<file path="config.mk">
export PLATFORM = sky130hd
export DESIGN_NAME = instr_type_encoder
export DESIGN_NICKNAME = d
export VERILOG_FILES = /design/src/rtl/pim_instr_pkg.sv /design/src/rtl/lsb_prio_enc.sv /design/src/rtl/instr_type_encoder.sv
export SDC_FILE = /design/constraint.sdc
export NUM_CORES = 1
export LEC_CHECK = 0
export ABC_AREA = 0
export BUFFER_PORTS_ARGS = -buffer_cell sky130_fd_sc_hd__buf_4
export CAP_MARGIN = 20
export CORE_UTILIZATION = 57
export DETAILED_ROUTE_END_ITERATION = 8
export GPL_TIMING_DRIVEN = 0
export PLACE_DENSITY_LB_ADDON = 0.25
export SLEW_MARGIN = 20
export SYNTH_ARGS = -nofsm -noshare
export SYNTH_HDL_FRONTEND = slang
export SYNTH_HIERARCHICAL = 1
export SYNTH_SLANG_ARGS = --single-unit
</file>
<file path="constraint.sdc">
create_clock -name clk -period 3.14 [get_ports clk]
set_input_delay 0.314 -clock clk [delete_from_list [all_inputs] [get_ports clk]]
set_output_delay 0.314 -clock clk [all_outputs]
set_load 0.02 [all_outputs]
</file>
<file path="src/rtl/pim_instr_pkg.sv">
// Shared types for the PIM micro-code path: vector/code widths, the
// instruction-type index enum used by encoder and decoder, and FSM states.
package pim_instr_pkg;

    localparam int TYPE_W = 16;
    localparam int CODE_W = 4;

    typedef enum logic [CODE_W-1:0] {
        INIT     = 4'd0,
        CMASK    = 4'd1,
        MASK     = 4'd2,
        TEMP     = 4'd3,
        LUI      = 4'd4,
        PIM_LOAD = 4'd5,
        LS       = 4'd6,
        V        = 4'd7,
        VV       = 4'd8,
        I        = 4'd9
    } instr_type_e;

    typedef enum logic {
        IDLE  = 1'b0,
        DRAIN = 1'b1
    } state_e;

endpackage

</file>
<file path="src/rtl/lsb_prio_enc.sv">
// Combinational lowest-set-bit encoder with a popcount==1 flag.
module lsb_prio_enc #(
    parameter int TYPE_W = pim_instr_pkg::TYPE_W,
    parameter int CODE_W = pim_instr_pkg::CODE_W
) (
    input  logic [TYPE_W-1:0] vec,
    output logic [CODE_W-1:0] idx,
    output logic              single
);

    // Scan downward so the lowest set bit is the last one to win.
    always_comb begin
        idx = '0;
        for (int i = TYPE_W - 1; i >= 0; i--) begin
            if (vec[i]) begin
                idx = CODE_W'(i);
            end
        end
    end

    assign single = (vec != '0) && ((vec & (vec - TYPE_W'(1))) == '0);

endmodule

</file>
<file path="src/rtl/instr_type_encoder.sv">
// Sequential type-vector encoder: accepts a multi-hot type vector and emits
// one CW_type code per set bit, lowest index first.
module instr_type_encoder #(
    parameter int TYPE_W = pim_instr_pkg::TYPE_W,
    parameter int CODE_W = pim_instr_pkg::CODE_W
) (
    input  logic              clk,
    input  logic              rst_n,
    input  logic              in_valid,
    output logic              in_ready,
    input  logic [TYPE_W-1:0] in_type,
    output logic              out_valid,
    input  logic              out_ready,
    output logic [CODE_W-1:0] CW_type,
    output logic              out_last,
    output logic              err_zero
);

    if (CODE_W != $clog2(TYPE_W)) begin : g_bad_width
        $error("CODE_W must equal clog2(TYPE_W)");
    end

    pim_instr_pkg::state_e state, state_n;
    logic [TYPE_W-1:0]     pending, pending_n;
    logic [CODE_W-1:0]     low_idx;
    logic                  single;
    logic                  accept;

    lsb_prio_enc #(
        .TYPE_W(TYPE_W),
        .CODE_W(CODE_W)
    ) u_lsb_prio_enc (
        .vec   (pending),
        .idx   (low_idx),
        .single(single)
    );

    assign accept = in_valid && in_ready && (state == pim_instr_pkg::IDLE);

    always_comb begin
        state_n   = state;
        pending_n = pending;
        case (state)
            pim_instr_pkg::IDLE: begin
                if (accept && (in_type != '0)) begin
                    state_n   = pim_instr_pkg::DRAIN;
                    pending_n = in_type;
                end
            end
            pim_instr_pkg::DRAIN: begin
                if (out_ready) begin
                    pending_n = pending & ~(TYPE_W'(1) << low_idx);
                    if (single) begin
                        state_n = pim_instr_pkg::IDLE;
                    end
                end
            end
            default: state_n = pim_instr_pkg::IDLE;
        endcase
    end

    // in_ready is held low through reset and rises on the first edge after release.
    always_ff @(posedge clk or negedge rst_n) begin
        if (!rst_n) begin
            state    <= pim_instr_pkg::IDLE;
            pending  <= '0;
            in_ready <= 1'b0;
            err_zero <= 1'b0;
        end else begin
            state    <= state_n;
            pending  <= pending_n;
            in_ready <= (state_n == pim_instr_pkg::IDLE);
            err_zero <= accept && (in_type == '0);
        end
    end

    // Outputs depend only on registered state; pending is zero outside DRAIN.
    assign out_valid = (state == pim_instr_pkg::DRAIN);
    assign CW_type   = out_valid ? low_idx : '0;
    assign out_last  = out_valid && single;

endmodule

</file>
# [Yosys cells after proc, flatten, opt, wreduce, memory -nomap -nowiden]
# Index checks and enable logic that the tools add are counted.
[classes] addsub=1 multipliers=0 div_mod_pow=0 magnitude_cmp=0 n_eq_ne=2 n_shift=1 n_mux=24 bitwise_logic=5 n_reduce_logical=11
[op_table] cell="4-bit 2-to-1 mux" n=17
[op_table] cell="16-bit AND" n=2
[op_table] cell="16-bit zero test" n=2
[op_table] cell="16-bit 2-to-1 mux" n=2
[op_table] cell="16-bit case mux with 2 select lines" n=1
[op_table] cell="16-bit nonzero test" n=2
[op_table] cell="16-bit inverter" n=1
[op_table] cell="1-bit by 4-bit << shifter with 16-bit output, first input constant" n=1
[op_table] cell="16-bit by 1-bit subtractor with 16-bit output, second input constant" n=1
[op_table] cell="1-bit logical AND" n=6
[op_table] cell="1-bit 2-to-1 mux" n=3
[op_table] cell="2-bit by 1-bit != test with 1-bit output, second input constant" n=1
[op_table] cell="2-bit != test, second input constant" n=1
[op_table] cell="1-bit inverter" n=2
[op_table] cell="1-bit case mux with 2 select lines" n=1
[op_table] cell="2-bit AND reduction" n=1
[word_totals] reg_bits=19 latch_bits=0 ramBits=0 romBits=0 out_inout_bits=8 word_cells=48 memories=0

# [Depth between registers and ports, before layout]
# Gate-level depths: netlist (run 1).
[depth] ltp_word=21 ltp_mapped=9 depth_no_buf=9

# [Hierarchy]
# Netlist (run 1), hierarchy kept.
[modules_own_cells] module="instr_type_encoder" n_inst=1 cells_each=90 area_per_inst_um2=955.9 seq_area_each_um2=475.5
[modules_own_cells] module="lsb_prio_enc" n_inst=1 cells_each=56 area_per_inst_um2=330.3 seq_area_each_um2=0.0

# [Least setup slack after synthesis (run 1)]
# Ideal clock, no wire load.
[synth_timing] kind="register -> register" startpoint="register pending[7]" endpoint="register pending[8]" setup_ns=0.125 arrival_ns=1.931 required_time_ns=3.015 slack_ns=1.084 stages_incl_launch_ff=7 synth_period_minus_slack_ns=2.056 path_cell_list="dfrtp_1 > nor4_1 > o311a_1 > and2_1 > nand3b_1 > o31a_1 > mux2_4"
[synth_via] elab_chain_len=13
[synth_lines] item="start, declared" line_no="instr_type_encoder.sv:24" text="logic [TYPE_W-1:0] pending, pending_n;"
[synth_lines] item="start signal, assigned" line_no="instr_type_encoder.sv:71" text="pending <= pending_n;"
[synth_lines] item="4-bit 2-to-1 mux (8 in a row)" line_no="lsb_prio_enc.sv:15" text="if (vec[i]) begin"
[synth_lines] item="via low_idx[3]" line_no="instr_type_encoder.sv:25" text="logic [CODE_W-1:0] low_idx;"
[synth_lines] item="1-bit by 4-bit << shifter with 16-bit output" line_no="instr_type_encoder.sv:52" text="pending_n = pending & ~(TYPE_W'(1) << low_idx);"
[synth_lines] item="16-bit inverter" line_no="instr_type_encoder.sv:52"
[synth_lines] item="16-bit AND" line_no="instr_type_encoder.sv:52"
[synth_lines] item="16-bit 2-to-1 mux" line_no="instr_type_encoder.sv:51" text="if (out_ready) begin"
[synth_lines] item="16-bit case mux with 2 select lines" line_no="instr_type_encoder.sv:43" text="case (state)"
# The timed path passes the listed nets, and every way through them passes these cells. The select of a mux whose other input is x is not followed.
# A chain may end at the register's enable or synchronous reset.

# [Final worst setup path (run 1)]
[layout_timing] startpoint="register pending[2]" endpoint="output out_last"
[layout_via] elab_chain_len=5
[layout_lines] item="16-bit by 1-bit subtractor with 16-bit output" line_no="lsb_prio_enc.sv:21" text="assign single = (vec != '0) && ((vec & (vec - TYPE_W'(1))) == '0);"
[layout_lines] item="16-bit AND" line_no="lsb_prio_enc.sv:21"
[layout_lines] item="16-bit zero test" line_no="lsb_prio_enc.sv:21"
[layout_lines] item="1-bit logical AND (*)" line_no="lsb_prio_enc.sv:21"
[layout_lines] item="via single" line_no="instr_type_encoder.sv:26" text="logic single;"
[layout_lines] item="1-bit logical AND (*)" line_no="instr_type_encoder.sv:80" text="assign out_last = out_valid && single;"
[layout_lines] item="end, declared" line_no="instr_type_encoder.sv:15" text="output logic out_last,"
# Mark *: on every way through the listed nets, which the timed path passes. The rest lies on a longest branch.

==> run_results.csv, run 1 <==
group,metric,value,unit
cts,clkTransAtPathRegs,0.11,ns
placed_design,globalplace.congestion,0.911,
grt,grt_max_degree,20,
grt,antenna_found_initial,0,
timing,setup-tns-final,0,ns
die,initial_core_util,0.630,
die,core,0.00204,mm²
setup_path,path_class,"reg -> out",
routing,drt_iter0_drc,45,
setup_path,crit_slowest_cell,"nor4_1",
timing,relSlewSlack,0.549,
yosys,synthArstFlopShare,1.00,
timing,rsz0062_at_grt,"no",
pwr,p_per_area,1080,mW/mm²
cts,cts_resized,0,
yosys,ys_ff_latch,19,
routing,post_drt_wl_per_cell,16.2,µm
grt,grt_pass1_wl,5.67,mm
yosys,yosys-mux-area-fraction,0.131,
pwr,p_int,0.000858,W
yosys,ys.flop_type,"dfrtp_1",
cells_and_area,areaGrowthSynthToFinish,21.2,%
timing,fin_crit_sh,0.844,
grt,track_usage,0.312,
yosys,syn-num-nets,166,
timing,fin_crit,2.65,ns
yosys,synth_top_area_cell,"dfrtp_1",
cts,cts_max_level,1,
yosys,synth_top_area_frac,0.370,
routing,antenna_left,0,
timing,worst_slew_pin_slew,0.674,ns
yosys,synth-adder-area-share,0.00778,
die,dieArea,0.00245,mm²
timing,drv_slew,0,
setup_path,worstPathCellList,"nor4_1 > nand2_1 > nor3_1 > o22ai_1 > and4b_1 > and2_2 > buf_4",
grt,grt_pass1_vias,1210,
pwr,swShare,0.491,
cts,cts_made_buffers,3,
timing,hold_viol,0,
yosys,synth-compound-area-share,0.176,
placed_design,hpwl,2.53,mm
routing,finalWirelength,3.31,mm
pwr,p_clk_frac,0.077,
yosys,ys_types,39,
setup_path,cp_max_fo,7,
die,fp-row-count,16,
pwr,seq_power_share,0.307,
cells_and_area,final_common_cell,"buf_4",
routing,via_per_inst,6.10,
routing,num_vias,1251,
placed_design,io_buffer_count,27,
cts,cts.sinks,19,
pwr,power,0.00169,W
timing,fin_ws,0.488,ns
timing,setup_viol,0,
cts,cts_tree,"yes",
routing,firstDrtPassIters,4,
setup_path,max_stage_delay,0.51,ns
status,status,"finished, final reports clean",
yosys,syn_inst,146,
yosys,synth_xor_area_frac,0.00681,
yosys,synth_edf_count,0,
die,io_pins,28,
setup_path,crit_path_end_kind,"primary output",
yosys,synth_area_leaders,"dfrtp_1 (37%), mux2i_1 (9.3%), o21ai_0 (5.8%)",
hold_path,hp-class,"in -> reg",
timing,finClkSkew,0.00772,ns
yosys,synth_top_family_by_area,"simple AND/OR/NAND/NOR gates",
yosys,synth_area,0.00129,mm²
pwr,p_leak,0.791,nW
cts,ctsRootBufferMaster,"clkbuf_4",
job,cap_violations,0,
cells_and_area,nets,199,
die,die_x,49.5,µm
cells_and_area,diodes,0,
cells_and_area,drive_gt1_frac,0.258,
cts,worstSkewPairLatency,0.31,ns
yosys,ys_seq_area_frac,0.370,
grt,grt_remaining_overflow,0,
yosys,syn_avg_cell_area,8.81,µm²
yosys,yosys_warnings,6,
placed_design,dp.cells,200,
cells_and_area,final_cells,205,
placed_design,place_ws,0.898,ns
timing,fmax,0.377,GHz
die,die_h,49.5,µm
setup_path,cp_data_required_time,2.83,ns
placed_design,dpl_cell_area,0.00152,mm²
pwr,comb_power_share,0.616,
pwr,peakVddDrop,0.911,mV
cells_and_area,final_cell_mix,"buf_4 (27), dfrtp_1 (19), o21ai_0 (15), inv_1 (14)",
yosys,synth_simple_gate_area_frac,0.256,
pwr,power.switching,0.000827,W
routing,drc,0,
cells_and_area,stdcell_area,0.00156,mm²
setup_path,cp-start-kind,"flip-flop",
setup_path,cp.arrival,2.34,ns
cts,cts_buffer_depth,2,
[per-layer routing]
layer | track usage | vias up | share of wire
met5 | 0 | - | 0
met2 | 0.511 | 60 | 0.49
met1 | 0.440 | 596 | 0.42
met4 | 0.0905 | 0 | 0.020
met3 | 0.0278 | 8 | 0.068
li1 | - | 587 | -
[stage by stage]
stage | hold WS (ns) | util
after floorplan | 0.0184 | -
after global placement | 0.198 | 0.746
after detailed placement | 0.206 | 0.746
after CTS | 0.241 | 0.763
after global routing | 0.242 | 0.763
final | 0.247 | 0.763
[sequential cells by signal, indices dropped and copies added (netlist names)]
register   flops
out_valid      1
err_zero       1
pending       16
in_ready       1
[Yosys cell counts, types with 3 or more instances]
master and number:
nand3_1 3, nor2b_1 3, nor2_1 12, nand3b_1 3, nor4_1 6, dfrtp_1 19
o21ai_0 15, o31a_1 4, inv_1 14, mux2i_1 12, nor3_1 5, nand2_1 8
and2_2 3, nand2b_1 3, a21oi_1 6, mux2_2 3
[cells by family after synthesis]
family          after synthesis
simple gates                 58
compound gates               36
flops                        19
mux                          16
buf+inv                      15
xor+xnor                      1
fa+ha+maj                     1
[area by class of cell]
class	instances	area (µm²)
multi-input combinational	112	743
fill	145	483
sequential	19	475
timing repair buffer	28	213
inverter	14	52.6
tap	27	33.8
clock buffer	4	26.3
buffer	1	15.0
[timing repair]
action                                 CTS  global route
endpoints found under the hold margin   19             0
hold buffers                             1             0
buffers inserted                         0             0
[worst max-delay path, delay by kind of cell, from the launching register on]
kind            cells  cell delay (ns)
buf+inv             1             0.15
simple gates        5             1.32
flops               1             0.45
compound gates      1             0.11
[power groups by stage]
stage,Combinational (W),Clock [W],Sequential [W]
floorplan,0.000723,0,0.000487
global placement,0.000988,0,0.000509
detailed placement,0.00101,0,0.000515
CTS,0.00102,0.000130,0.000510
global route,0.00113,0.000138,0.000537
finish,0.00104,0.000129,0.000518
[final timing paths]
kind / start / end / slack (ns) / cells after the start
min in group asynchronous: rst_n / in_ready / 0.42 / 2
worst max register to register: pending[10] / pending[7] / 0.81 / 6
worst max-delay path: pending[2] / out_last / 0.49 / 7
worst min-delay path: in_type[14] / pending[14] / 0.25 / 3
max in group asynchronous: rst_n / pending[3] / 2.51 / 2
worst min register to register: in_ready / err_zero / 0.55 / 2
Note: power is estimated with default switching activity, not from simulation.
==> run 2: changes to the inputs <==
--- a/config.mk
+++ b/config.mk
@@ -8,7 +8,7 @@
 export ABC_AREA = 0
 export BUFFER_PORTS_ARGS = -buffer_cell sky130_fd_sc_hd__buf_4
 export CAP_MARGIN = 20
-export CORE_UTILIZATION = 57
+export CORE_UTILIZATION = 53
 export DETAILED_ROUTE_END_ITERATION = 8
 export GPL_TIMING_DRIVEN = 0
 export PLACE_DENSITY_LB_ADDON = 0.25
==> constraint.sdc (replaced) <==
create_clock -name clk -period 2.62 [get_ports clk]
set_input_delay 0.262 -clock clk [delete_from_list [all_inputs] [get_ports clk]]
set_output_delay 0.262 -clock clk [all_outputs]
set_load 0.02 [all_outputs]
==> run 2 against run 1 <==
  * Sequential share of layout area decreased by 0.24 points
  * Setup slack got worse by 0.41 ns
  * Combinational power increased by 20%
  * Register-to-register slack got worse by 0.56 ns
  * Clock power increased by 17%
  * Design area increased by 0.80%
  * Utilization decreased by 6.6 points
  * First-iteration DRC count decreased by 2.2%
  * Total power increased by 20%
  * Sequential cell count unchanged
==> run_results.csv, run 2 (synthesis gave the netlist of run 1 again) <==
group,metric,value,unit
status,status,"finished, final reports clean",
setup_path,cp_max_fo,6,
routing,firstDrtPassIters,4,
timing,fin_crit,2.55,ns
timing,setup_viol,0,
grt,grt_remaining_overflow,0,
timing,fin_crit_sh,0.972,
routing,drc,0,
setup_path,critPathLaunch,"pending[10]",
setup_path,rrSetupSlack,0.25,ns
die,dieArea,0.00263,mm²
timing,worst_slew_pin_slew,0.651,ns
die,fp-row-count,17,
placed_design,dp.cells,201,
routing,drt_iter0_drc,44,
pwr,p_leak,0.795,nW
cells_and_area,drive_gt1_frac,0.275,
timing,rsz0062_at_grt,"no",
grt,grt_pass1_wl,4.92,mm
setup_path,worstPathCellList,"or3_4 > or2_1 > a21oi_2 > o22ai_1 > and4b_1 > and2_2 > buf_4",
cts,worstSkewPairLatency,0.30,ns
cts,cts.sinks,19,
cells_and_area,nets,199,
job,cap_violations,0,
pwr,peakVddDrop,0.957,mV
cts,ctsRootBufferMaster,"clkbuf_4",
routing,via_per_inst,6.01,
routing,num_vias,1238,
routing,post_drt_wl_per_cell,15.1,µm
grt,track_usage,0.256,
setup_path,reg2reg_depth,9,
cts,cts_made_buffers,3,
routing,finalWirelength,3.11,mm
timing,drv_slew,0,
cells_and_area,final_common_cell,"buf_4",
die,initial_core_util,0.570,
setup_path,critPathCapture,"out_last",
hold_path,hp-class,"in -> reg",
cts,cts_max_level,1,
timing,finClkSkew,0.00691,ns
setup_path,crit_slowest_cell,"dfrtp_1",
setup_path,rr_startpoint,"pending[15]",
die,die_h,51.3,µm
grt,grt_max_degree,20,
die,io_pins,28,
die,core,0.00225,mm²
setup_path,max_stage_delay,0.45,ns
setup_path,path_class,"reg -> out",
pwr,p_per_area,1290,mW/mm²
die,die_x,51.3,µm
cells_and_area,largest_reg_flops,16,
placed_design,io_buffer_count,27,
cts,cts_buffer_depth,2,
cells_and_area,diodes,0,
timing,fin_ws,0.0745,ns
setup_path,crit_path_end_kind,"primary output",
cells_and_area,final_cell_mix,"buf_4 (27), dfrtp_1 (19), o21ai_0 (15), inv_1 (14)",
setup_path,worst-path-buf-inv,1,
setup_path,cp-start-kind,"flip-flop",
setup_path,r2r-end,"pending[10]",
cells_and_area,largest_register,"pending",
cts,clkTransAtPathRegs,0.12,ns
cts,cts_setup_buffers,0,
cells_and_area,final_cells,206,
placed_design,place_ws,0.311,ns
timing,hold_viol,0,
setup_path,path_depth,7,
routing,antenna_left,0,
timing,fmax,0.393,GHz
placed_design,hpwl,2.40,mm
setup_path,cpLargestDelayFamily,"simple AND/OR/NAND/NOR gates",
timing,setup-tns-final,0,ns
timing,relSlewSlack,0.564,
placed_design,globalplace.congestion,0.861,
cts,cts_tree,"yes",
cells_and_area,areaGrowthSynthToFinish,22.2,%
grt,grt_pass1_vias,1083,
setup_path,cp_data_required_time,2.36,ns
setup_path,cp.arrival,2.28,ns
pwr,power,0.00202,W
grt,antenna_found_initial,0,
-- run 2: worst min-delay path by stage --
stage                            from     endpoint  slack (ns)  cells after the start
after floorplan                 rst_n     err_zero       -0.03                      0
after global placement          rst_n   pending[0]        0.14                      1
after detailed placement        rst_n   pending[4]        0.14                      1
after CTS                  in_type[8]   pending[8]        0.20                      2
after global routing       in_type[8]   pending[8]        0.18                      2
final                     in_type[14]  pending[14]        0.20                      3
-- run 2: cell type report --
class / instances / area [µm²]
Buffer: 1 / 15.0
Clock buffer: 3 / 22.5
Clock inverter: 1 / 5.00
Fill cell: 179 / 683
Inverter: 14 / 52.6
Multi-Input combinational cell: 112 / 753
Sequential cell: 19 / 475
Tap cell: 28 / 35.0
Timing Repair Buffer: 28 / 213
-- run 2: repair_timing --
item                                    CTS  global route
hold buffers                              1             0
endpoints found under the setup margin    0             2
endpoints found under the hold margin    19             0
gates resized for setup                   0             2
-- run 2: per-layer routing --
layer  GRT usage  vias to the layer above  part of all wire
li1            -                      592                 -
met1       0.364                      589              0.46
met2       0.417                       53              0.47
met3      0.0208                        4             0.059
met4      0.0721                        0            0.0077
met5           0                        -                 0
-- run 2: worst reg2reg max path: cells and delay by family (launching register included) --
| family | cells | cell delay, ns |
|---|---|---|
| and+or+nand+nor | 4 | 0.64 |
| DFF | 1 | 0.43 |
| AOI/OAI and AO/OA | 4 | 0.94 |
| muxes | 1 | 0.26 |
-- run 2: stage by stage --
step,util,instance area [µm²],hold slack (ns)
final,0.697,1570,0.197
after detailed placement,0.676,1520,0.144
after floorplan,-,1290,-0.0336
after global routing,0.697,1570,0.179
after CTS,0.693,1560,0.198
after global placement,0.676,1520,0.141
-- run 2: power breakdown --
part / internal (W) / switching, W / total, W
Sequential: 0.000419 / 0.000209 / 0.000628
Combinational: 0.000557 / 0.000689 / 0.00125
Clock: 0.0000568 / 0.0000937 / 0.000151
Total: 0.00103 / 0.000991 / 0.00202
